`src/rtl/period_meter.sv`:
```
// rtl/period_meter.sv - rising-edge period meter with timeout flag
// Optional high-time output enabled by defining PERIOD_METER_HIGH_TIME_EN.
module period_meter #(
  parameter int                     COUNT_WIDTH = 32,
  parameter logic [COUNT_WIDTH-1:0] MAX_COUNT   = COUNT_WIDTH'(12_000_000 - 1)
) (
  input  logic                   clk,
  input  logic                   rst_btn,
  input  logic                   sig_in,
  output logic [COUNT_WIDTH-1:0] period,
  output logic                   valid,
  output logic                   timeout
`ifdef PERIOD_METER_HIGH_TIME_EN
  ,
  output logic [COUNT_WIDTH-1:0] high_time
`endif
);

  typedef enum logic [1:0] {IDLE, MEASURE, TIMEOUT} state_t;

  localparam logic [COUNT_WIDTH-1:0] CNT_ONE = COUNT_WIDTH'(1);

  state_t                 state;
  logic                   sync1, sync2, prev;
  logic [COUNT_WIDTH-1:0] cnt;
  logic                   rise;

  assign rise = sync2 & ~prev;

  always_ff @(posedge clk or negedge rst_btn) begin
    if (!rst_btn) begin
      sync1 <= 1'b0;
      sync2 <= 1'b0;
      prev  <= 1'b0;
    end else begin
      sync1 <= sig_in;
      sync2 <= sync1;
      prev  <= sync2;
    end
  end

  // Counter runs in every state; it saturates so TIMEOUT holds MAX_COUNT.
  always_ff @(posedge clk or negedge rst_btn) begin
    if (!rst_btn) begin
      cnt <= '0;
    end else if (rise) begin
      cnt <= CNT_ONE;
    end else if (cnt != MAX_COUNT) begin
      cnt <= cnt + CNT_ONE;
    end
  end

`ifdef PERIOD_METER_HIGH_TIME_EN
  logic                   fall;
  logic                   fell;
  logic [COUNT_WIDTH-1:0] hcnt;
  logic [COUNT_WIDTH-1:0] hreg;

  assign fall = ~sync2 & prev;

  always_ff @(posedge clk or negedge rst_btn) begin
    if (!rst_btn) begin
      hcnt <= '0;
      hreg <= '0;
      fell <= 1'b0;
    end else begin
      if (rise) begin
        hcnt <= CNT_ONE;
      end else if (sync2 && hcnt != MAX_COUNT) begin
        hcnt <= hcnt + CNT_ONE;
      end
      if (rise) begin
        fell <= 1'b0;
      end else if (fall && state == MEASURE) begin
        hreg <= hcnt;
        fell <= 1'b1;
      end
    end
  end
`endif

  always_ff @(posedge clk or negedge rst_btn) begin
    if (!rst_btn) begin
      state     <= IDLE;
      period    <= '0;
      valid     <= 1'b0;
      timeout   <= 1'b0;
`ifdef PERIOD_METER_HIGH_TIME_EN
      high_time <= '0;
`endif
    end else begin
      valid <= 1'b0;
      case (state)
        IDLE: begin
          if (rise) state <= MEASURE;
        end
        MEASURE: begin
          // A rise coinciding with saturation is still a valid measurement.
          if (rise) begin
            period <= cnt;
            valid  <= 1'b1;
`ifdef PERIOD_METER_HIGH_TIME_EN
            high_time <= fell ? hreg : cnt;
`endif
          end else if (cnt == MAX_COUNT) begin
            state   <= TIMEOUT;
            timeout <= 1'b1;
          end
        end
        TIMEOUT: begin
          if (rise) begin
            state   <= MEASURE;
            timeout <= 1'b0;
          end
        end
        default: state <= IDLE;
      endcase
    end
  end

endmodule

```
`config.mk`:
```
export PLATFORM = sky130hd
export DESIGN_NAME = period_meter
export DESIGN_NICKNAME = d
export VERILOG_FILES = /design/src/rtl/period_meter.sv
export SDC_FILE = /design/constraint.sdc
export NUM_CORES = 1
export LEC_CHECK = 0
export BUFFER_PORTS_ARGS = -buffer_cell sky130_fd_sc_hd__buf_2
export CAP_MARGIN = 20
export CORE_ASPECT_RATIO = 1.1
export CORE_MARGIN = 10
export CORE_UTILIZATION = 40
export CTS_CLUSTER_DIAMETER = 50
export DETAILED_ROUTE_END_ITERATION = 10
export GPL_TIMING_DRIVEN = 0
export PLACE_DENSITY_LB_ADDON = 0.12
export SLEW_MARGIN = 40
export SYNTH_ARGS = -nofsm -noshare
export SYNTH_HDL_FRONTEND = slang
export SYNTH_SLANG_ARGS = --single-unit
```
`constraint.sdc`:
```
create_clock -name clk -period 2.1 [get_ports clk]
set_input_delay 0.105 -clock clk [delete_from_list [all_inputs] [get_ports clk]]
set_output_delay 0.105 -clock clk [all_outputs]
set_load 0.01 [all_outputs]
```
# Word level (Yosys, flattened, before mapping)
# Index checks and enable logic that the tools add are counted.
dict set report word_totals {
  regBits 71
  in_bits 3
  output_inout_bits 34
  word_cells 38
}
dict set report classes {
  add_sub_neg 1
  eq_ne 8
  n_mux 12
  bitwise_logic 2
  n_reduce_logical 7
}
# cell count
set op_table {}
lappend op_table {{32-bit 2-to-1 mux} 2}
lappend op_table {{32-bit by 1-bit adder with 32-bit output (second input constant)} 1}
lappend op_table {{32-bit by 24-bit == test with 1-bit output (second input constant)} 1}
lappend op_table {{32-bit by 24-bit inequality test with 1-bit output (second input constant)} 1}
lappend op_table {{2-bit 2-to-1 mux} 3}
lappend op_table {{2-bit inequality test (second input constant)} 3}
lappend op_table {{1-bit 2-to-1 mux} 5}
lappend op_table {{2-bit one-hot mux with 2 select lines} 1}
lappend op_table {{4-bit AND reduction} 1}
lappend op_table {{2-bit nonzero test} 2}
lappend op_table {{3-bit AND reduction} 1}
lappend op_table {{2-bit by 1-bit == test with 1-bit output (second input constant)} 1}
lappend op_table {{2-bit == test (second input constant)} 1}
lappend op_table {{2-bit zero test} 1}
lappend op_table {{2-bit by 1-bit inequality test with 1-bit output (second input constant)} 1}
lappend op_table {{1-bit one-hot mux with 2 select lines} 1}
lappend op_table {{2-bit AND reduction} 1}
lappend op_table {{2-bit OR reduction} 1}
lappend op_table {{1-bit bitwise AND} 1}
lappend op_table {{1-bit NOT} 1}

# Depth between registers and ports, before layout
# Gate-level depths: netlist (run 1).
dict set report logic_depth {
  word_depth 4
  depth_mapped 7
  ltp_nobuf 5
}

# Worst setup path before layout (run 1)
# OpenSTA, ideal clock, no wires.
dict set report synth_timing {
  kind {register -> register}
  startpoint {register cnt[0]}
  endpoint {register cnt[22]}
  setup_ns 0.078
  t_arrival_ns 1.641
  path_slack_ns 0.381
  path_stages_with_launch 7
  n_path_buf 1
  period_less_slack_ns 1.719
  cell_sequence {dfrtp_1 ha_1 and4_1 buf_4 nand3_4 or4_1 a21oi_1}
}
dict set report synth_via {
  elab_chain_cells 3
  word_cells_on_any_way 5
  classes_between {add/sub (1); eq/ne (1); mux (2); reduce/logical (1)}
}
# element line_no
set synth_rtl {}
lappend synth_rtl {{start, declared} 25} ;# logic [COUNT_WIDTH-1:0] cnt;
lappend synth_rtl {{start signal, assigned} 49} ;# cnt <= cnt + CNT_ONE;
lappend synth_rtl {{32-bit by 1-bit adder with 32-bit output} 49}
lappend synth_rtl {{32-bit 2-to-1 mux} 48} ;# end else if (cnt != MAX_COUNT) begin
lappend synth_rtl {{32-bit 2-to-1 mux} 46} ;# end else if (rise) begin
# Several ways; a longest one is shown, not always the timed one. The select of a mux whose other input is x is not followed.
# A chain may end at the register's enable or synchronous reset.

# Worst setup path in the final report (run 1)
# Ends and elaborated chain as after synthesis.

==> results.toml, run 1 <==
[status]
status = "finished clean"

[cts]
postCtsSetupRepairBufs = 0
clock_latency_ps = 350
root_buffer = "clkbuf_8"
h-tree-depth = 3
cts_buffers = 9
clk_pin_slew_ps = 80
clock_sinks = 71
cts_tree = "done"
cts_buffer_depth = 2

[die]
core_area_sq_mm = 0.00800
start_util_pct = 41.6
dieArea_sq_mm = 0.0124
boundaryPins = 37
placementRows = 34
die_h_um = 116
die_w_um = 107

[global_routing]
track_usage_pct = 13.0
grt.met3_usage_pct = 3.39
grt_pass1_vias = 2488
gr-usage-met1_pct = 15.8
met2_usage_pct = 21.2
grt_overflow = 0
busiest_layer = "met2"
grt_max_degree = 42
grt_pass1_wl_mm = 12.8
antenna_found_initial = 0

[critical_path]
worstPathRequired_ps = 2370
critPathCaptureType = "flop"
critPathTopFamily = "simple AND/OR/NAND/NOR gates"
crit_path_cell_trace = "ha_1 > and4_1 > buf_4 > nand3_4 > or4_1 > a21oi_1"
slowest_stage = "or4_1"
slowest_delay_ps = 510
crit_fanout = 10
reg2reg_depth = 6
worstSetupStartpointType = "flop"
worstSetupPathType = "reg2reg"
arrival_ps = 2220
crit_cells = 6
cp_num_buf_inv = 1

[min_path]
hold_class = "in2async"

[synth]
synthDistinctLibCells = 44
syn_nets = 292
syn_area_per_cell_sq_um = 11.6
ys_seq_area_share_pct = 53.4
ys_ff_latch = 71
netlist_instances = 288
syn-cell-area_sq_mm = 0.00333
synth-warning-count = 0
ys_async_sr_fraction_pct = 100
ys.flop_type = "dfrtp_1"
synth-edff-count = 0

[detailed_routing]
wl_per_cell_um = 17.1
ant_nets = 0
drt_iter0_markers = 104
drc = 0
num_vias = 2500
viasPerCell = 5.54
drt_pass1_iterations = 4
wl_mm = 7.71

[final_layout]
drive_above_1_share_pct = 30.0
syn2layout_area_growth_pct = 18.0
multi_input_area_sq_mm = 0.00145
regArea_sq_mm = 0.00178
diodes = 0
fillCellCount = 772
fin_cells = 451
finalNetCount = 342

[timing]
skew_ps = 7.48
period_minus_slack_ps = 1940
rsz0062_at_grt = "no"
drv_slew = 0
relSlewSlack_pct = 47.4
hold_viol_final = 0
clock.fmax_mhz = 515
worst_pin_slew_ps = 781
fin_setup_tns_ps = 0
finalSetupViolCount = 0
finalCritPeriodShare_pct = 92.5

[pwr]
power_mw = 3.00
vdd_drop_max_mv = 0.398
power_density_mw_per_mm2 = 763
p_leak_nw = 1.79

[place]
io_buffers = 36
dp.cells = 433
gp_congestion = 0.844
hpwl_mm = 5.50

[flow_run]
maxCapViolations = 0
-- cell usage in the layout (no fill, tap or decap), drive strengths merged, types with 4 or more instances in the layout --
cell type / instances
dfrtp: 71
buf: 48
inv: 7
nor4: 7
and2: 4
a211oi: 4
o41ai: 6
a21oi: 22
o31ai: 8
clkbuf: 18
or4: 6
mux2: 32
nand4: 14
o21ai: 10
and4: 11
nor2: 5
nand3: 16
a31oi: 5
and3: 5
nand2: 8
-- power by group --
part	total, mW	internal [mW]	switching, mW	leakage (nW)
logic	0.234	0.108	0.126	0.715
clock network	1.25	0.731	0.520	0.112
registers	1.51	1.44	0.0714	0.966
total	3.00	2.28	0.717	1.79
-- through the flow --
step	hold slack, ps	setup WS, ps	cell area [sq um]	utilization [%]
after floorplan	-191	381	3330	-
after global placement	216	137	3640	45.6
after detailed placement	5.28	89.5	3670	45.9
after CTS	199	82.9	3920	49.0
after global routing	208	45.4	3930	49.1
final	197	159	3930	49.1
-- area by class of cell --
type,count,share of cell area (%)
multi-input cells,192,36.8
plain buffers,18,2.17
inverters,7,0.669
flip-flops and latches,71,45.2
clock inverters,5,2.04
clock buffers,11,3.85
repair buffers,39,5.76
well taps,108,3.44
-- what timing repair did --
| item | 4_1_cts | 5_1_grt |
|---|---|---|
| hold buffers | 2 | 0 |
| resized for setup | 0 | 1 |
| endpoints found under the hold margin | 72 | 0 |
| setup endpoints to repair | 0 | 4 |
-- flip-flops by register name, indices dropped and copies added, names as in the netlist --
name / cells
prev: 1
valid: 1
sync1: 1
cnt: 32
period: 32
timeout: 1
sync2: 1
state: 2
-- routing by layer --
| metal | part of all wire, % | wire length, um | up-vias |
|---|---|---|---|
| met1 | 44 | 3430 | 1241 |
| met5 | 0 | 0 | - |
| li1 | - | - | 1200 |
| met4 | 1.7 | 131 | 0 |
| met2 | 50 | 3820 | 49 |
| met3 | 4.3 | 329 | 10 |
-- synthesized netlist by cell type, types with 2 or more instances --
| cell type | number | share of area, % |
|---|---|---|
| nor2b_1 | 2 | 0.38 |
| or4b_1 | 2 | 0.60 |
| or4_1 | 6 | 1.4 |
| o31ai_1 | 8 | 1.8 |
| nand2_1 | 7 | 0.79 |
| nor3_1 | 3 | 0.45 |
| and2_1 | 4 | 0.75 |
| and3_1 | 5 | 0.94 |
| nand4bb_1 | 2 | 0.68 |
| or3_1 | 3 | 0.56 |
| buf_2 | 8 | 1.2 |
| o21ai_0 | 10 | 1.5 |
| nor4_1 | 6 | 1.1 |
| inv_1 | 7 | 0.79 |
| nand3_1 | 15 | 2.3 |
| a211oi_1 | 4 | 0.90 |
| nand2b_1 | 3 | 0.56 |
| a31oi_1 | 5 | 0.94 |
| buf_4 | 2 | 0.45 |
| o41ai_1 | 6 | 1.6 |
| clkbuf_1 | 7 | 0.79 |
| mux2_2 | 32 | 11 |
| a21oi_1 | 22 | 3.3 |
| and4_1 | 11 | 2.9 |
| dfrtp_1 | 71 | 53 |
| nand4b_1 | 2 | 0.53 |
| nand4_1 | 11 | 2.1 |
| nand4_2 | 2 | 0.75 |
| nor2_1 | 5 | 0.56 |
| xnor2_1 | 3 | 0.79 |
-- final timing paths --
kind	from	endpoint	slack, ps
hold / removal	rst_btn	cnt[1]$_DFFE_PN0P_	200
hold reg to reg	sync1$_DFF_PN0_	sync2$_DFF_PN0_	360
max in group asynchronous	rst_btn	cnt[11]$_DFFE_PN0P_	1400
setup / recovery	cnt[0]$_DFFE_PN0P_	cnt[22]$_DFFE_PN0P_	160
min in group clk	sync1$_DFF_PN0_	sync2$_DFF_PN0_	360
setup reg to reg	cnt[0]$_DFFE_PN0P_	cnt[22]$_DFFE_PN0P_	160
-- logic make-up after synthesis --
logic type               share of synthesized area [%]
AND/OR/NAND/NOR                                   19.2
flip-flops                                        53.4
AO/OA/AOI/OAI                                     11.5
multiplexers                                      11.1
buffers and inverters                             3.34
XOR/XNOR                                          1.05
adder cells (fa/ha/maj)                          0.376
No activity file was read; power rests on OpenSTA's default activity.
==> run 2: changes to the inputs <==
--- a/config.mk
+++ b/config.mk
@@ -7,7 +7,7 @@
 export LEC_CHECK = 0
 export BUFFER_PORTS_ARGS = -buffer_cell sky130_fd_sc_hd__buf_2
 export CAP_MARGIN = 20
-export CORE_ASPECT_RATIO = 1.1
+export CORE_ASPECT_RATIO = 1.75
 export CORE_MARGIN = 10
 export CORE_UTILIZATION = 40
 export CTS_CLUSTER_DIAMETER = 50
==> results.toml, run 2 (synthesis gave the netlist of run 1 again) <==
[place]
dpl_worst_slack_ps = 6.46
io_buffers = 36
hpwl_mm = 5.97
placed_cell_area_sq_mm = 0.00366
dp.cells = 417
gp_congestion = 0.876

[detailed_routing]
drt_pass1_iterations = 4
wl_mm = 8.34
viasPerCell = 5.84
num_vias = 2530
drc = 0
drt_iter0_markers = 117
wl_per_cell_um = 19.3
ant_nets = 0

[critical_path]
worst_r2r_endpoint = "cnt[29]$_DFFE_PN0P_"
crit_path_cell_trace = "and4_1 > nand2_2 > clkbuf_1 > o41ai_1 > a21oi_1"
worstSetupPathType = "reg2reg"
crit_fanout = 10
arrival_ps = 2150
cp_num_buf_inv = 1
slowest_stage = "dfrtp_1"
critPathCaptureType = "flop"
worstSetupStartpointType = "flop"
worstPathRequired_ps = 2300
reg2reg_depth = 5
critPathTopFamily = "flip-flops"
reg2reg_from = "cnt[13]$_DFFE_PN0P_"
slowest_delay_ps = 520
rrSetupSlack_ps = 150

[final_layout]
diodes = 0
fin_cells = 433
final_cell_mix = "dfrtp_1, buf_2, mux2_2"
drive_above_1_share_pct = 29.3
top_regs = "cnt: 32 flops, period: 32 flops, state: 2 flops"
syn2layout_area_growth_pct = 18.6
finalNetCount = 341
postLayoutCellArea_sq_mm = 0.00395
final_common_cell = "dfrtp_1"
final_core_util_pct = 48.1

[min_path]
hold_class = "in2async"

[die]
placementRows = 44
die_h_um = 141
start_util_pct = 40.6
boundaryPins = 37
die_w_um = 89.0
core_area_sq_mm = 0.00820
dieArea_sq_mm = 0.0125

[timing]
relSlewSlack_pct = 48.5
setup_slack_ps = 147
finalSetupViolCount = 0
period_minus_slack_ps = 1950
finalCritPeriodShare_pct = 93.0
skew_ps = 5.09
drv_slew = 0
worst_pin_slew_ps = 766
clock.fmax_mhz = 512
hold_viol_final = 0
fin_hold_ws_ps = 184

[cts]
cts_buffer_depth = 2
cts_buffers = 9
h-tree-depth = 3
cts_tree = "done"
postCtsSetupRepairBufs = 0
clock_latency_ps = 340
clock_sinks = 71
clk_pin_slew_ps = 50
root_buffer = "clkbuf_16"

[pwr]
vdd_drop_max_mv = 0.484
power_density_mw_per_mm2 = 792
p_leak_nw = 1.81

[global_routing]
antenna_found_initial = 0
grt_overflow = 0
grt_pass1_vias = 2648
grt_max_degree = 51
track_usage_pct = 14.4
grt_pass1_wl_mm = 13.9

[flow_run]
maxCapViolations = 0

[status]
status = "finished clean"
[run 2: changes by cell type in the layout (fill, tap and decap cells not counted), moves of 2 or more]
cell        delta
bufinv_16      -2
clkbuf_1       +3
clkinvlp_4     -2
clkbuf_8      -10
clkbuf_16      +9
[run 2: timing repair]
item	in CTS	in global routing
endpoints found under the setup margin	1	15
gates resized for setup	1	2
cloned	0	0
hold buffers	2	0
endpoints found under the hold margin	72	0
[run 2: worst max-delay path by stage]
stage,start,endpoint,slack (ps),cells past startpoint
2_1_floorplan,cnt[0]$_DFFE_PN0P_,cnt[22]$_DFFE_PN0P_,380,6
3_3_place_gp,cnt[0]$_DFFE_PN0P_,cnt[28]$_DFFE_PN0P_,50,5
3_5_place_dp,cnt[0]$_DFFE_PN0P_,cnt[26]$_DFFE_PN0P_,6,5
4_1_cts,cnt[0]$_DFFE_PN0P_,cnt[22]$_DFFE_PN0P_,130,6
5_1_grt,cnt[13]$_DFFE_PN0P_,cnt[29]$_DFFE_PN0P_,-2,5
6_report,cnt[13]$_DFFE_PN0P_,cnt[29]$_DFFE_PN0P_,150,5
[run 2: where the power goes]
part | switching [mW] | internal [mW]
Combinational | 0.134 | 0.111
Clock | 0.536 | 0.824
Sequential | 0.0795 | 1.44
[run 2: final cells by class]
cell class | count | area [sq um]
clock buffers | 14 | 254
well taps | 92 | 115
flip-flops and latches | 71 | 1780
plain buffers | 17 | 81.3
inverters | 7 | 26.3
fillers | 774 | 4250
multi-input cells | 192 | 1460
clock inverters | 1 | 5.00
repair buffers | 39 | 234
[run 2: metal layers]
layer | share of wire (%) | up-vias | global-route usage (%) | wire length (um)
met1 | 39 | 1268 | 15.5 | 3250
li1 | - | 1206 | - | -
met3 | 3.4 | 17 | 4.39 | 287
met2 | 55 | 39 | 24.6 | 4570
met4 | 2.7 | 0 | 6.73 | 227
met5 | 0 | - | 0 | 0
[run 2: through the flow]
stage          setup TNS [ps]  power (mW)
3_3_place_gp                0        1.78
4_1_cts                     0        3.17
3_5_place_dp                0        1.79
6_report                    0        3.13
2_1_floorplan               0        1.66
5_1_grt                 -1.71        3.27
